### src/rtl/hash_uart_loader.sv
// -----------------------------------------------------------------------------
// hash_uart_loader
//
// Streams a batch of 128-bit NTLM target hashes to the cracker over an 8N1
// UART line. Each hash is taken through a valid/ready handshake, buffered,
// and sent as 16 back-to-back bytes, MSB byte first, each byte LSB first.
// After NUM_HASHES hashes a one-cycle done pulse is raised and the loader
// returns to idle.
//
// Ports
//   clk         system clock, all state on the rising edge
//   n_rst       asynchronous active-low reset
//   start       one-cycle upload request, only honoured while idle
//   hash_valid  hash_data carries a valid hash
//   hash_data   128-bit hash, bit 127 is the MSB of the first byte sent
//   hash_ready  high only while waiting for the next hash
//   tx_line     registered serial output, idle high
//   busy        high whenever the loader is not idle
//   done        one-cycle pulse after the last stop bit of the batch
//   hash_count  hashes fully transmitted in the current upload
// -----------------------------------------------------------------------------
module hash_uart_loader #(
  parameter int unsigned CLKS_PER_BIT = 10,
  parameter int unsigned NUM_HASHES   = 64
) (
  input  logic         clk,
  input  logic         n_rst,
  input  logic         start,
  input  logic         hash_valid,
  input  logic [127:0] hash_data,
  output logic         hash_ready,
  output logic         tx_line,
  output logic         busy,
  output logic         done,
  output logic [6:0]   hash_count
);

  // Bit-time counter runs 0..CLKS_PER_BIT-1; keep at least one bit wide.
  localparam int unsigned    TmrW     = (CLKS_PER_BIT > 1) ? $clog2(CLKS_PER_BIT) : 1;
  localparam logic [TmrW-1:0] TmrMax  = TmrW'(CLKS_PER_BIT - 1);
  localparam logic [6:0]      LastHash = 7'(NUM_HASHES);

  localparam logic [2:0] StIdle  = 3'd0;
  localparam logic [2:0] StLoad  = 3'd1;
  localparam logic [2:0] StStart = 3'd2;
  localparam logic [2:0] StData  = 3'd3;
  localparam logic [2:0] StStop  = 3'd4;
  localparam logic [2:0] StDone  = 3'd5;

  logic [2:0]      state_q, state_d;
  logic [TmrW-1:0] tmr_q, tmr_d;
  logic [2:0]      bit_q, bit_d;
  logic [3:0]      byte_q, byte_d;
  logic [127:0]    buf_q, buf_d;
  logic [6:0]      count_q, count_d;
  logic            tx_q, tx_d;

  logic            tmr_done;
  logic [6:0]      count_inc;
  logic [3:0]      byte_rev;
  logic [7:0]      cur_byte;

  // ---------------------------------------------------------------------------
  // Next-state logic
  // ---------------------------------------------------------------------------
  always_comb begin
    state_d   = state_q;
    tmr_d     = tmr_q;
    bit_d     = bit_q;
    byte_d    = byte_q;
    buf_d     = buf_q;
    count_d   = count_q;
    tmr_done  = (tmr_q == TmrMax);
    count_inc = count_q + 7'd1;

    case (state_q)
      StIdle: begin
        if (start) begin
          state_d = StLoad;
          count_d = '0;
        end
      end

      StLoad: begin
        // hash_ready is high for the whole of this state, so valid alone
        // completes the handshake.
        if (hash_valid) begin
          buf_d   = hash_data;
          byte_d  = '0;
          bit_d   = '0;
          tmr_d   = '0;
          state_d = StStart;
        end
      end

      StStart: begin
        if (tmr_done) begin
          tmr_d   = '0;
          bit_d   = '0;
          state_d = StData;
        end else begin
          tmr_d = tmr_q + TmrW'(1);
        end
      end

      StData: begin
        if (tmr_done) begin
          tmr_d = '0;
          if (bit_q == 3'd7) begin
            state_d = StStop;
          end else begin
            bit_d = bit_q + 3'd1;
          end
        end else begin
          tmr_d = tmr_q + TmrW'(1);
        end
      end

      StStop: begin
        if (tmr_done) begin
          tmr_d = '0;
          if (byte_q == 4'd15) begin
            count_d = count_inc;
            state_d = (count_inc == LastHash) ? StDone : StLoad;
          end else begin
            byte_d  = byte_q + 4'd1;
            state_d = StStart;
          end
        end else begin
          tmr_d = tmr_q + TmrW'(1);
        end
      end

      StDone: begin
        state_d = StIdle;
      end

      default: begin
        state_d = StIdle;
      end
    endcase

    // Line level is derived from the upcoming state so the registered output
    // lines up exactly with the state it belongs to. Byte 0 is the top byte.
    byte_rev = 4'd15 - byte_d;
    cur_byte = buf_q[{byte_rev, 3'b000} +: 8];

    case (state_d)
      StStart: tx_d = 1'b0;
      StData:  tx_d = cur_byte[bit_d];
      default: tx_d = 1'b1;
    endcase
  end

  // ---------------------------------------------------------------------------
  // State registers
  // ---------------------------------------------------------------------------
  always_ff @(posedge clk or negedge n_rst) begin
    if (!n_rst) begin
      state_q <= StIdle;
      tmr_q   <= '0;
      bit_q   <= '0;
      byte_q  <= '0;
      buf_q   <= '0;
      count_q <= '0;
      tx_q    <= 1'b1;
    end else begin
      state_q <= state_d;
      tmr_q   <= tmr_d;
      bit_q   <= bit_d;
      byte_q  <= byte_d;
      buf_q   <= buf_d;
      count_q <= count_d;
      tx_q    <= tx_d;
    end
  end

  // ---------------------------------------------------------------------------
  // Outputs
  // ---------------------------------------------------------------------------
  assign hash_ready = (state_q == StLoad);
  assign busy       = (state_q != StIdle);
  assign done       = (state_q == StDone);
  assign tx_line    = tx_q;
  assign hash_count = count_q;

endmodule

### config.mk
export PLATFORM = sky130hd
export DESIGN_NAME = hash_uart_loader
export DESIGN_NICKNAME = d
export VERILOG_FILES = /design/src/rtl/hash_uart_loader.sv
export SDC_FILE = /design/constraint.sdc
export NUM_CORES = 1
export LEC_CHECK = 0
export CORE_ASPECT_RATIO = 1.5
export CORE_MARGIN = 3
export CORE_UTILIZATION = 50
export DETAILED_ROUTE_END_ITERATION = 7
export PLACE_DENSITY = 0.86
export SYNTH_ARGS = -nofsm -noshare
export SYNTH_HDL_FRONTEND = slang
export SYNTH_SLANG_ARGS = --single-unit
### constraint.sdc
create_clock -name clk -period 5.85 [get_ports clk]
set_input_delay 1.17 -clock clk [delete_from_list [all_inputs] [get_ports clk]]
set_output_delay 1.17 -clock clk [all_outputs]
set_load 0.02 [all_outputs]
==> results of run 1 <==
-- cells by family after synthesis --
family,after synthesis,share of synthesized area
fa+ha+maj,6,0.00850
buf+inv,99,0.0441
flops,150,0.425
simple gates,611,0.297
xor+xnor,4,0.00397
compound gates,255,0.201
mux,17,0.0200
-- layer usage --
metal  GRT usage  vias to the layer above
li1            -                     4227
met5           0                        -
met1       0.363                     4335
met2       0.511                      497
met4       0.171                        0
met3      0.0451                      125
-- worst max-delay path: stages --
cell             delay (ns)
clkdlybuf4s50_1        0.52
nand4bb_4              0.31
nand2_1                0.21
nor2_1                 0.62
buf_4                  0.30
a221o_1                0.17
a21oi_1                0.07
nor3_1                 0.21
o21ai_0                0.18
a2111o_1               0.48
nand4_1                0.10
a22o_1                 0.12
-- synth_stat cells (4+ instances only) --
master / instances / area share
a211o_1: 8 / 0.0079
o221ai_1: 11 / 0.011
buf_2: 14 / 0.0079
a222oi_1: 8 / 0.0091
nand4_1: 18 / 0.013
buf_1: 7 / 0.0030
a31o_2: 8 / 0.0079
nand2b_1: 5 / 0.0035
nand3_1: 52 / 0.029
clkbuf_1: 66 / 0.028
dfrtp_1: 149 / 0.42
o22ai_1: 7 / 0.0050
a22o_1: 6 / 0.0060
mux2i_1: 14 / 0.016
a211oi_1: 17 / 0.014
nand2_1: 441 / 0.19
a221oi_1: 16 / 0.016
and3_1: 14 / 0.0099
nor2b_1: 4 / 0.0028
a221o_1: 14 / 0.016
ha_1: 6 / 0.0085
and2_1: 4 / 0.0028
nor3_1: 21 / 0.012
a31oi_1: 23 / 0.016
o211ai_1: 6 / 0.0051
o21ai_0: 60 / 0.034
a21oi_1: 39 / 0.022
nor2_1: 26 / 0.011
nor4_1: 9 / 0.0064
inv_1: 9 / 0.0038
-- flip-flops by register name (all words and copies together), names as in the netlist --
| name | cells |
|---|---|
| hash_count | 7 |
| tmr_q | 4 |
| byte_q | 4 |
| state_q | 3 |
| buf_q | 128 |
| tx_line | 1 |
| bit_q | 3 |
-- stage by stage --
stage	hold WS [ns]	instance area, µm²	power (µW)
finish	0.498	11000	2300
global route	0.532	11000	2350
CTS	0.498	11000	2300
detailed placement	0.479	10400	1170
global placement	0.467	10400	1170
floorplan	0.451	8830	1060
-- how the worst max path moves through the flow --
stage / from / to / slack (ns) / cells past startpoint
2_1_floorplan: hash_valid / tx_line / 2.72 / 11
3_3_place_gp: hash_valid / tx_line / 1.40 / 12
3_5_place_dp: hash_valid / tx_line / 1.38 / 12
4_1_cts: hash_valid / tx_line / 1.82 / 12
5_1_grt: hash_valid / tx_line / 1.56 / 12
6_report: hash_valid / tx_line / 1.76 / 12
-- final cells by class --
class,instances,area (µm²),area share
Inverter,12,45.0,0.00410
Clock buffer,19,433,0.0394
Clock inverter,13,170,0.0155
Sequential cell,150,3760,0.342
Multi-Input combinational cell,893,4710,0.429
Tap cell,210,263,0.0239
Timing Repair Buffer,167,1610,0.147
-- report_power, final --
part	internal, µW	total (µW)	switching, µW
Combinational	79.9	115	35.4
Clock	677	1140	467
Sequential	1040	1040	0.636
==> metrics.md, run 1 <==
| Metric | Value |
|---|---|
| Htree depth | 4 |
| Final Hold Violating Endpoints | 0 |
| Setup Total Neg Slack | 0 ns |
| Hold Path Depth | 2 |
| Fillers | approximately 1400 |
| Worst-path clk slew | around 0.060 ns |
| # DRC | 0 |
| Max-cap violations | 0 |
| Routed len/inst | about 20 µm |
| CP startpoint kind | primary input |
| Fin crit period | between 4 and 5 ns |
| Die width | roughly 110 µm |
| FF+latch count, synth | 150 |
| Sequential-to-total area share from yosys stat | 0.425 |
| Iteration-0 DRC Markers | approximately 1200 |
| Vias in the first global route | about 9000 |
| CP arrival | between 4 and 5 ns |
| Nets | 1379 |
| Hold Path End | buf_q[69] |
| EDFF count, synth | 0 |
| Total Routing Usage GR | 0.302 |
| Critical path type | in2reg |
| Mean Syn Cell Area | 7.73 µm² |
| Non-Filler Instances | roughly 1500 |
| Library cells used by synthesis | 68 |
| Pwr Density | 209 nW/µm² |
| Final HPWL DP | around 21000 µm |
| First-pass GRT wire length | approximately 46000 µm |
| Synth-to-Final Area Change | 24.4% |
| Clk_skew | about 0.0080 ns |
| CTS tree | done |
| Most common cell after layout, fill and taps aside | nand2_1 |
| Crit path max fanout | 18 |
| DRT antenna net count | 0 |
| Worst R2R Start | tmr_q[1] |
| Row count | 58 |
| Fmax | about 240 MHz |
| Synth Instances | about 1100 |
| Final global-route overflow total | 0 |
| VDD IR max | a little over 0.2 mV |
| # Post-CTS Setup Buffers | 0 |
| Status | finished, final reports clean |
| Die height | between 150 and 200 µm |
| Root Buffer | clkbuf_16 |
| Slew Limit Fails | 0 |
| Most frequent cells in the layout | nand2_1 (441), dfrtp_1 (148), clkdlybuf4s50_1 (141) |
| Starting Density | 0.518 |
| Worst skew pair latency | 0.43 ns |
| Setup WS post-layout | 1.76 ns |
| GPL Wtd Cong | approximately 0.97 |
| # setup viols final | 0 |
| Met2 wire length | between 10000 and 15000 µm |
| CP endpoint kind | flop |
| Top FF cell, synth | dfrtp_1 |
| Cell Area, Synth | slightly below 9000 µm² |
| Max Root-Sink Buffers | 2 |
| Hold buffer count at cts | 0 |
| Placeable Area | roughly 17000 µm² |
| Worst slew margin | 0.215 |
| Initial antenna violation count | 0 |
| Dpl cells | 1432 |
| CP required | slightly above 6 ns |
| Share of layout cells above drive strength 1 | 0.0670 |
| Worst-margin pin slew | 1.16 ns |
| R2r setup slk | between 1.5 and 2 ns |
| Antenna diodes | 0 |
| Min-delay src | buf_q[69] |
| Fin crit share | 0.698 |
| Final core utilization | 0.644 |
| Hold crit path type | reg2reg |
| Drt total wl | between 20000 and 30000 µm |
| I/O Buffers | ~140 |
| Met3 WL | 2140 µm |
| Met1 Wirelength | between 10000 and 15000 µm |
| Post-CTS sizing | 0 |
| Setup repair after global routing missed its margin | false |
| IO Count | between 100 and 150 |
| Fraction of registers with async set/reset | 1.00 |
| Pre-CTS WS | between 1 and 1.5 ns |
| Pleak | between 0.005 and 0.006 µW |
| Top sig layer | met4 |
| Via/cell ratio | 6.27 |
| Full die area | about 19000 µm² |
| Reg2reg end | tx_line |
| Synth Warn # | 0 |
| DRT Pass-1 Iters | 7 |
| Vias | ~9000 |
| Worst R2R Path Depth | 13 |
| Syn Nets | between 1000 and 1500 |
| Num Clock Sinks | 150 |
| Largest net degree at the start of global routing | 86 |
| CTS Buf Count | 17 |
(Power assumes the default switching activity.)
==> run 2, diff against run 1 <==
- clock period: 5.85 -> 4.22 ns (I/O delays scaled with it)
==> metrics.md, run 2 (same netlist as run 1, synthesis figures left out) <==
| Metric | Value |
|---|---|
| Htree depth | 4 (unchanged) |
| Multi-input gate area | 4710 µm² (unchanged) |
| Worst slew margin | 0.428 (+0.213) |
| Crit path max fanout | 34 (+16) |
| Top reg by flops | buf_q |
| Worst skew pair latency | 0.42 ns (about the same) |
| Final global-route overflow total | 0 (unchanged) |
| Die width | 115 µm (unchanged) |
| Post-CTS sizing | 0 (unchanged) |
| Die height | 169 µm (unchanged) |
| Worst path slowest cell | a222oi_1 |
| Gate power share | 0.053 (+0.003) |
| Pwr Density | 275 nW/µm² (+32%) |
| Non-Filler Instances | 1485 (+1.4%) |
| Max-cap violations | 0 (unchanged) |
| Worst-path clk slew | 0.07 ns (about the same) |
| CTS Buf Count | 17 (unchanged) |
| Nets | 1400 (+1.5%) |
| Fillers | 1413 (+0.43%) |
| Fmax | approximately 290 MHz |
| Full die area | 19300 µm² (unchanged) |
| Initial antenna violation count | 0 (unchanged) |
| # DRC | 0 (unchanged) |
| Starting Density | 0.518 (unchanged) |
| CP peak stage delay | 0.50 ns (-0.12 ns) |
| Row count | 58 (unchanged) |
| Vias | 9376 (+2.1%) |
| Largest net degree at the start of global routing | 102 (+19%) |
| P_sw | 730 µW (+45%) |
| Fin crit period | 3.50 ns |
| I/O Buffers | 142 (unchanged) |
| Synth-to-Final Area Change | 26.1% |
| R2r setup slk | 0.72 ns (-1.25 ns) |
| Sequential standard cell area | 3760 µm² (unchanged) |
| Max Root-Sink Buffers | 2 (unchanged) |
| Max FFs per register | 128 (unchanged) |
| Post-route cell area | 11100 µm² (+1.4%) |
| Cell mode on critical path | nand4_1 |
| Most common cell after layout, fill and taps aside | nand2_1 |
| Status | finished, final reports clean |
| CP startpoint kind | flop |
| CTS tree | done |
| GPL Wtd Cong | 0.973 (+0.68%) |
| Antenna diodes | 0 (unchanged) |
| Iteration-0 DRC Markers | 1257 (+5.7%) |
| # Post-CTS Setup Buffers | 0 (unchanged) |
| Critical-path cell list | ha_1 > and3_1 > nor3_4 > buf_4 > o21ai_0 > a222oi_1 > a22oi_1 > a32oi_1 > nand4_1 > o211ai_1 > nand4_1 > a22o_1 |
| Root Buffer | clkbuf_16 |
| Setup repair after global routing missed its margin | false |
| Seq pwr share | 0.470 (+0.018) |
| Hold crit path type | in2async |
| Routed len/inst | 19.9 µm (-1.2%) |
| Most frequent cells in the layout | nand2_1 (441), dfrtp_1 (148), clkdlybuf4s50_1 (141) |
| Drt total wl | 29500 µm (+0.23%) |
| DRT Pass-1 Iters | 7 (unchanged) |
| Final Hold Violating Endpoints | 0 (unchanged) |
| Clk_skew | 0.00692 ns (-0.00113 ns) |
| Levels on crit path | 12 (unchanged) |
| Placeable Area | 17100 µm² (unchanged) |
| DRT antenna net count | 0 (unchanged) |
| First-pass GRT wire length | 46100 µm (+0.94%) |
| IO Count | 143 (unchanged) |
| Area post-placement | 10600 µm² (+1.9%) |
| Slew Limit Fails | 0 (unchanged) |
| Share of layout cells above drive strength 1 | 0.0839 (+0.0169) |
| Total Routing Usage GR | 0.302 (about the same) |
| Worst-margin pin slew | 0.855 ns (-0.308 ns) |
| Hold Slack | 0.420 ns (-0.0785 ns) |
| CP Buf/Inv Count | 1 (-1) |
| VDD IR max | 0.205 mV (+2.0%) |
| Dpl cells | 1453 (+1.5%) |
| CP required | 4.58 ns (-1.65 ns) |
| Critical path type | reg2reg |
| Sw frac | 0.238 (+0.0190) |
| CP endpoint kind | flop |
| Pleak | 0.00511 µW (+2.1%) |
| Vias in the first global route | 8871 (+1.4%) |
| Worst R2R Path Depth | 12 (-1) |
| Int Pwr | 2340 µW (+30%) |
| Setup Total Neg Slack | 0 ns (unchanged) |
| # setup viols final | 0 (unchanged) |
| Hold buffer count at cts | 0 (unchanged) |
| Final HPWL DP | 20800 µm (+1.3%) |
| CP delay by family, top | compound AO/OA/AOI/OAI gates |
| Num Clock Sinks | 150 (unchanged) |
| Fin crit share | 0.830 |
| Clock group share of total power | 0.478 (-0.020) |
| Via/cell ratio | 6.31 (+0.65%) |
| CP arrival | 3.86 ns (-0.60 ns) |
## run 2: worst register-to-register path, stage by stage (launching register included)
cell	delay, ns
dfrtp_1	0.42
ha_1	0.26
and3_1	0.43
nor3_4	0.28
buf_4	0.36
o21ai_0	0.18
a222oi_1	0.50
a22oi_1	0.13
a32oi_1	0.30
nand4_1	0.14
o211ai_1	0.13
nand4_1	0.12
a22o_1	0.20
## run 2: metrics by stage
step                      worst slack [ns]  total power (µW)   util
after floorplan                       1.41              1470      -
after global placement               0.474              1630  0.620
after detailed placement             0.384              1630  0.620
after CTS                            0.785              3080  0.653
after global routing                 0.533              3140  0.653
final                                0.719              3070  0.653
## run 2: final cells by class
class                      count  area share
clock inverter                14      0.0106
tap                          210      0.0236
timing repair buffer         188       0.162
multi-input combinational    893       0.423
clock buffer                  18      0.0394
inverter                      12     0.00404
sequential                   150       0.337
## run 2: power groups by stage
stage,Combinational (µW),Clock (µW),Sequential (µW)
after global placement,161,0,1470
final,162,1460,1440
after global routing,174,1530,1440
after CTS,164,1470,1440
after detailed placement,163,0,1470
after floorplan,5.74,0,1470
## run 2: worst paths after layout
path	start	end
min reg2reg	buf_q[68]	buf_q[68]
max reg2reg	byte_q[1]	tx_line
max in group asynchronous	n_rst	buf_q[67]
min	n_rst	buf_q[126]
min in group clk	buf_q[68]	buf_q[68]
max	byte_q[1]	tx_line
## run 2: routing by layer
layer,GRT usage,part of all wire,vias to the layer above
met5,0,0,-
met4,0.162,0.060,0
met3,0.0379,0.076,159
met2,0.515,0.51,589
met1,0.369,0.36,4361
li1,-,-,4267
==> run 3, diff against run 2 <==
- clock period: 4.22 -> 3.3 ns (I/O delays scaled with it)
==> metrics.md, run 3 (same netlist as run 1, synthesis figures left out) <==
| Metric | Value |
|---|---|
| Most frequent cells in the layout | nand2_1 (441), dfrtp_1 (148), clkdlybuf4s50_1 (141) |
| Total Routing Usage GR | 0.307 (+0.00496) |
| Worst-path clk slew | 0.06 ns (about the same) |
| DRT Pass-1 Iters | 8 (+1) |
| # setup viols final | 0 (unchanged) |
| Worst-margin pin slew | 0.923 ns (+0.0684 ns) |
| Max Root-Sink Buffers | 2 (unchanged) |
| Nets | 1432 (+2.3%) |
| Setup Total Neg Slack | 0 ns (unchanged) |
| Fmax | 317 MHz (+11%) |
| Worst R2R Path Depth | 11 (-1) |
| CP startpoint kind | flop |
| Synth-to-Final Area Change | 29.7% |
| Setup repair after global routing missed its margin | false |
| Clk_skew | 0.00566 ns (-0.00126 ns) |
| Status | complete, but fails checks |
| Starting Density | 0.518 (unchanged) |
| Vias | 9405 (+0.31%) |
| CP delay by family, top | compound AO/OA/AOI/OAI gates |
| CTS tree | done |
| DRT antenna net count | 0 (unchanged) |
| Initial antenna violation count | 0 (unchanged) |
| Pleak | 0.00529 µW (+3.5%) |
| Vias in the first global route | 8991 (+1.4%) |
| IO Count | 143 (unchanged) |
| I/O Buffers | 142 (unchanged) |
| Dpl cells | 1485 (+2.2%) |
| CP endpoint kind | flop |
| Slew Limit Fails | 0 (unchanged) |
| Final global-route overflow total | 0 (unchanged) |
| Final Hold Violating Endpoints | 0 (unchanged) |
| Failing checks | design-rule violations |
| CP arrival | 3.51 ns (-0.35 ns) |
| Iteration-0 DRC Markers | 1127 (-10%) |
| Final HPWL DP | 21500 µm (+3.2%) |
| # Post-CTS Setup Buffers | 0 (unchanged) |
| Fillers | 1381 (-2.3%) |
| Crit path max fanout | 24 (-29%) |
| CP required | 3.66 ns (-0.92 ns) |
| Worst R2R Start | state_q[1] |
| Post-route cell area | 11500 µm² (+2.8%) |
| Top reg by flops | buf_q |
| CP Buf/Inv Count | 2 (+1) |
| Num Clock Sinks | 150 (unchanged) |
| CTS Buf Count | 17 (unchanged) |
| Placeable Area | 17100 µm² (unchanged) |
| Fin crit period | 3.15 ns (-0.350 ns) |
| Pwr Density | 352 nW/µm² (+28%) |
| Most common cell after layout, fill and taps aside | nand2_1 |
| # DRC | 4 (+4) |
| Via/cell ratio | 6.20 (-1.8%) |
| Full die area | 19300 µm² (unchanged) |
| Antenna diodes | 0 (unchanged) |
| Die width | 115 µm (unchanged) |
| Total power draw | 4030 µW (+32%) |
| First-pass GRT wire length | 46900 µm (+1.8%) |
| Share of layout cells above drive strength 1 | 0.106 (+0.0217) |
| Largest net degree at the start of global routing | 65 (-36%) |
| R2r setup slk | 0.15 ns (-0.57 ns) |
| Critical path type | reg2reg |
| Routed len/inst | 19.4 µm (-2.6%) |
| Worst skew pair latency | 0.43 ns (about the same) |
| Non-Filler Instances | 1517 (+2.2%) |
| GPL Wtd Cong | 0.983 (+0.98%) |
| Cell mode on critical path | nand4_1 |
| Fin crit share | 0.955 (+0.125) |
| Max-cap violations | 0 (unchanged) |
| Reg2reg end | tx_line |
| Root Buffer | clkbuf_16 |
| Area post-placement | 10800 µm² (+2.5%) |
| Worst slew margin | 0.378 (-0.0500) |
| Worst path slowest cell | dfrtp_1 |
| Max FFs per register | 128 (unchanged) |
| Setup crit start | state_q[1] |
| Critical-path cell list | nor3b_4 > buf_6 > nor2_1 > buf_4 > a221oi_1 > a22oi_1 > a32oi_1 > nand4_1 > o211ai_1 > nand4_1 > a22o_1 |
| CP peak stage delay | 0.54 ns (+0.04 ns) |
| Drt total wl | 29400 µm (-0.54%) |
| Die height | 169 µm (unchanged) |
| Row count | 58 (unchanged) |
| Hold crit path type | in2async |
| Htree depth | 4 (unchanged) |
| VDD IR max | 0.278 mV (+36%) |
## run 3: changes by cell type in the layout (fill, tap and decap cells not counted), moves of 2 or more
| cell | delta |
|---|---|
| inv_8 | -2 |
| buf_12 | +2 |
| bufinv_16 | +2 |
| buf_4 | +29 |
| inv_6 | -3 |
| clkbuf_8 | +3 |
## run 3: layout make-up
class | instances | area [µm²] | share of cell area
clock buffer | 22 | 484 | 0.0423
clock inverter | 10 | 118 | 0.0103
inverter | 12 | 45.0 | 0.00393
multi-input combinational | 893 | 4710 | 0.411
sequential | 150 | 3760 | 0.328
tap | 210 | 263 | 0.0229
timing repair buffer | 220 | 2070 | 0.181
## run 3: how the worst max path moves through the flow
| stage | end | slack (ns) | cells after the start |
|---|---|---|---|
| floorplan | tx_line | 0.55 | 13 |
| global placement | tx_line | -0.02 | 12 |
| detailed placement | tx_line | -0.07 | 11 |
| CTS | tx_line | 0.16 | 11 |
| global route | tx_line | 0.004 | 11 |
| finish | tx_line | 0.15 | 11 |
## run 3: through the flow
step	setup slack, ns	hold WS (ns)	util
4_1_cts	0.163	0.244	0.671
6_report	0.150	0.212	0.671
3_3_place_gp	-0.0199	0.474	0.636
2_1_floorplan	0.548	0.364	-
3_5_place_dp	-0.0723	0.476	0.636
5_1_grt	0.00421	0.254	0.671
## run 3: power by group
group / switching [µW] / internal, µW
sequential: 1.09 / 1840
clock: 787 / 1200
combinational: 64.1 / 145
total: 852 / 3180
## run 3: repair_timing
action | CTS | global route
hold endpoints to repair | 0 | 0
setup endpoints to repair | 0 | 1
gates resized for setup | 0 | 1
hold buffers | 0 | 0
## run 3: metal layers
layer,share of wire,vias up,track usage
li1,-,4339,-
met1,0.37,4367,0.374
met2,0.50,561,0.519
met3,0.071,138,0.0476
met4,0.063,0,0.161
met5,0,-,0
==> edit 1 (settings of run 3) <==
Set the parameter `NUM_HASHES` to 48 (it was 64).
--- a/src/rtl/hash_uart_loader.sv
+++ b/src/rtl/hash_uart_loader.sv
@@ -22,5 +22,5 @@
 module hash_uart_loader #(
   parameter int unsigned CLKS_PER_BIT = 10,
-  parameter int unsigned NUM_HASHES   = 64
+  parameter int unsigned NUM_HASHES   = 48
 ) (
   input  logic         clk,
Formal check against the unedited RTL: same outputs for any inputs over 10 cycles, from zero or initial values and one cycle with n_rst low; that may be too few to reach the edited logic, so the function may still have changed.
==> edit 1 against run 3 <==
Worst setup slack gained 0.069 ns; sequential cell count is the same; area after synthesis decreased by 16%; total power grew 7.1%; cell area is 15% lower; sequential power rose by 8%; wire length is 27% lower; critical endpoint unchanged; largest cell class is now registers; highest routed layer unchanged.
==> edit 1: results (changes against run 3) <==
outcome -> complete, no violations
area of the multi-input gates -> 0.003378 mm² (-28%)
skew final -> 0.009131 ns (+0.003468 ns)
Crit path arrival time -> 3.41 ns (-0.10 ns)
cell count after synthesis -> 885 (-23%)
Synth area leaders -> dfrtp_1 50%, nand2_1 21%, a211oi_1 2.6%, and3_1 2.5%, clkbuf_1 2.3%
pin count of the biggest net entering global routing -> 70 (+7.7%)
R2R Setup Slk -> 0.22 ns (+0.07 ns)
Min Hold Slack -> 0.2043 ns (-0.007524 ns)
NumNets Final -> 1,159 (-19%)
P_seq -> 1.98 mW (+8%)
Post-synth top cells -> 420 x nand2_1, 149 x dfrtp_1, 45 x clkbuf_1
dpl ws -> 0.1459 ns (+0.2182 ns)
gpl congestion -> 0.9444 (-3.9%)
Comb power frac -> 7.4% (+2.2 points)
Sw Ratio -> 22.83% (+1.7 points)
CP max FO -> 10 (-58%)
share of layout cells above drive strength 1 -> 8.027% (-2.5 points)
PD cells -> 444.5 mW/mm² (+26%)
Fillers -> 1,124 (-19%)
via count -> 6,765 (-28%)
Synth Net Count -> 1,023 (-20%)
max_slew headroom -> 55.77% (+18 points)
first-pass GRT wire length -> 34,200 µm (-27%)
R2R depth -> 10 (-1)
average wire per standard cell -> 17.40 µm (-10%)
Seq/Total Area, Yosys -> 50.69% (+8.2 points)
[edit 1: kinds of logic after synthesis]
| kind of cell | count (synthesis) | synth area share [%] |
|---|---|---|
| buffers and inverters | 70 | 4.054 |
| adder cells (fa/ha/maj) | 6 | 1.013 |
| XOR/XNOR | 1 | 0.1183 |
| AO/OA/AOI/OAI | 128 | 12.84 |
| flip-flops | 150 | 50.69 |
| AND/OR/NAND/NOR | 512 | 28.77 |
| multiplexers | 18 | 2.517 |
[edit 1: worst max-delay path: cells and delay by family (launching register included)]
family	cells	cell delay (ns)
buffers and inverters	1	0.20
and+or+nand+nor	4	1.11
DFF	1	0.43
adders and majority gates	1	0.29
AOI/OAI and AO/OA	4	0.96
[edit 1: layout make-up]
cell class,count,share of cell area (%)
clock inverters,13,1.724
repair buffers,174,17.36
multi-input cells,665,34.74
clock buffers,19,4.555
flip-flops and latches,150,38.62
well taps,192,2.471
inverters,13,0.5276
[edit 1: worst max path at each step]
stage	end	slack, ns	depth (start not counted)	from
after floorplan	tx_line	0.55	10	state_q[1]
after global placement	tx_line	0.20	10	hash_valid
after detailed placement	tx_line	0.15	10	hash_valid
after CTS	tx_line	0.20	9	state_q[1]
after global routing	tx_line	0.02	11	tmr_q[1]
final	tx_line	0.22	10	byte_q[0]
[edit 1: what timing repair did]
| action | in CTS | in global routing |
|---|---|---|
| setup endpoints to repair | 0 | 1 |
| resized for setup | 0 | 2 |
| buffers inserted | 0 | 2 |
[edit 1: layer usage]
metal  global-route usage (%)  vias to the layer above  share of wire (%)
li1                         -                     3249                  -
met5                        0                        -                  0
met1                    30.21                     3245                 38
met2                    49.21                      219                 54
met4                    11.32                        0                3.3
met3                    3.985                       52                3.8
==> edit 2 (config.mk and constraints of run 3) <==
Made on the original files. Register the output `hash_count` once more, with the module's reset; this adds one clock of latency there. The other outputs are not delayed to match.
--- a/src/rtl/hash_uart_loader.sv
+++ b/src/rtl/hash_uart_loader.sv
@@ -183,5 +183,11 @@
   assign done       = (state_q == StDone);
   assign tx_line    = tx_q;
-  assign hash_count = count_q;
+  always_ff @(posedge clk or negedge n_rst) begin
+    if (!n_rst) begin
+      hash_count <= '0;
+    end else begin
+      hash_count <= count_q;
+    end
+  end
 
 endmodule
Behaviour: same outputs for any inputs over 10 cycles, from zero or initial values and one cycle with n_rst low; that may be too few to reach the edited logic, so the function may still have changed.
==> edit 2 against run 3 <==
Synthesized cell count shrank 18%; worst setup slack better by 0.0071 ns; sequential share of layout area is 7.1 points higher; cell area down 14%; wire length is 25% lower; area after synthesis shrank 14%; critical path type unchanged; sequential cell count is 7 higher.
Power is not compared: it rests on default switching activity, and its combinational part moved more than twofold at a synthesized area within 25%.
==> edit 2: results (changes against run 3) <==
outcome -> complete, no violations
DR WL met2 -> 11,520 µm (-21%)
overall power -> 7.272 mW
Synth Net Count -> 1,075 (-16%)
Clk pin slew, worst setup/hold paths -> 0.07 ns
length of routed met3 wiring -> 1156 µm (-45%)
post-synthesis adder-cell area fraction -> 0.9877% (+0.14 points)
reg2reg start -> byte_q[0]
Seq/Total Area, Yosys -> 51.70% (+9.2 points)
share of layout cells above drive strength 1 -> 6.858% (-3.7 points)
cell total after placement -> 1,244 (-16%)
first-pass GRT wire length -> 35,450 µm (-24%)
Area after DPL -> 0.009231 mm² (-15%)
xor-xnor portion of the synthesized cell area -> 0.4609% (+0.064 points)
compound-gate portion of the synthesized area -> 7.770% (-12 points)
cell count after synthesis -> 937 (-18%)
worst-margin pin slew -> 0.7224 ns (-0.2008 ns)
CP max FO -> 15 (-38%)
Comb. pwr -> 2.00 mW
CP max stage cell -> or4_4
vias in the first global route -> 7,098 (-21%)
met2 Track Usage GR -> 47.87% (-4.0 points)
Post-Layout Cell Count -> 1,275 (-16%)
GR Util met1 -> 31.34% (-6.1 points)
post-synthesis mux area share -> 2.716% (+0.72 points)
initial antenna violation count -> 0 (unchanged)
met3 Track Usage GR -> 4.924% (+0.17 points)
post-DP HPWL -> 15,810 µm (-26%)
Worst path max stage delay -> 0.55 ns
family with the most delay on the worst path -> simple AND/OR/NAND/NOR gates
pin count of the biggest net entering global routing -> 75 (+15%)
Post-synth top cells -> 479 x nand2_1, 156 x dfrtp_1, 47 x nand3_1
average wire per standard cell -> 17.24 µm (-11%)
Min Hold Slack -> 0.1770 ns (-0.03487 ns)
Pint -> 4.787 mW
FF-to-FF End -> tx_line
Synth area leaders -> dfrtp_1 51%, nand2_1 24%, nand3_1 3.1%, mux2i_1 2.0%, clkbuf_1 1.8%
gpl congestion -> 0.9530 (-3.0%)
routed vias/inst -> 5.495 (-11%)
Fillers -> 1,186 (-14%)
Clock Root Buffer -> clkbuf_16
metal1 wirelength -> 8123 µm (-25%)
ys async rst share -> 100.0% (unchanged)
total global-route track usage -> 27.32% (-3.4 points)
DR pass1 iterations -> 6 (-2)
Yosys cell types -> 63 (-7.4%)
dpl ws -> -0.06581 ns (+0.006518 ns)
Crit path arrival time -> 3.48 ns (-0.03 ns)
H-Tree Level Count -> 4 (unchanged)
drt initial violations -> 518 (-54%)
area grow syn2layout -> 29.56% (about the same)
skew final -> 0.009570 ns (+0.003906 ns)
R2R Setup Slk -> 0.16 ns
R2R depth -> 12 (+1)
-- edit 2: cell count changes after synthesis, sizes merged, moves of 10 or more --
cell	run 3	this run
a221oi	16	2
a31oi	23	4
nor3	22	8
o221ai	11	0
a211oi	18	3
a221o	14	0
nand2	441	479
nand4	18	8
a21oi	39	23
clkbuf	66	36
o21ai	62	21
-- edit 2: cell type report --
class,instances,area share [%]
sequential,157,39.91
inverter,13,0.6225
tap,196,2.490
clock inverter,12,1.639
clock buffer,19,4.498
multi-input combinational,713,34.39
timing repair buffer,165,16.45
-- edit 2: worst max-delay path by stage --
stage                           from  endpoint  slack, ns
after floorplan            byte_q[0]   tx_line       0.49
after detailed placement  hash_valid   tx_line      -0.07
after global routing        tmr_q[1]   tx_line      0.004
final                      byte_q[0]   tx_line       0.16
after global placement    hash_valid   tx_line       0.03
after CTS                  byte_q[0]   tx_line       0.09
-- edit 2: timing repair --
item	CTS	global route
setup endpoints to repair	0	1
setup buffers	0	0
resized for setup	0	3
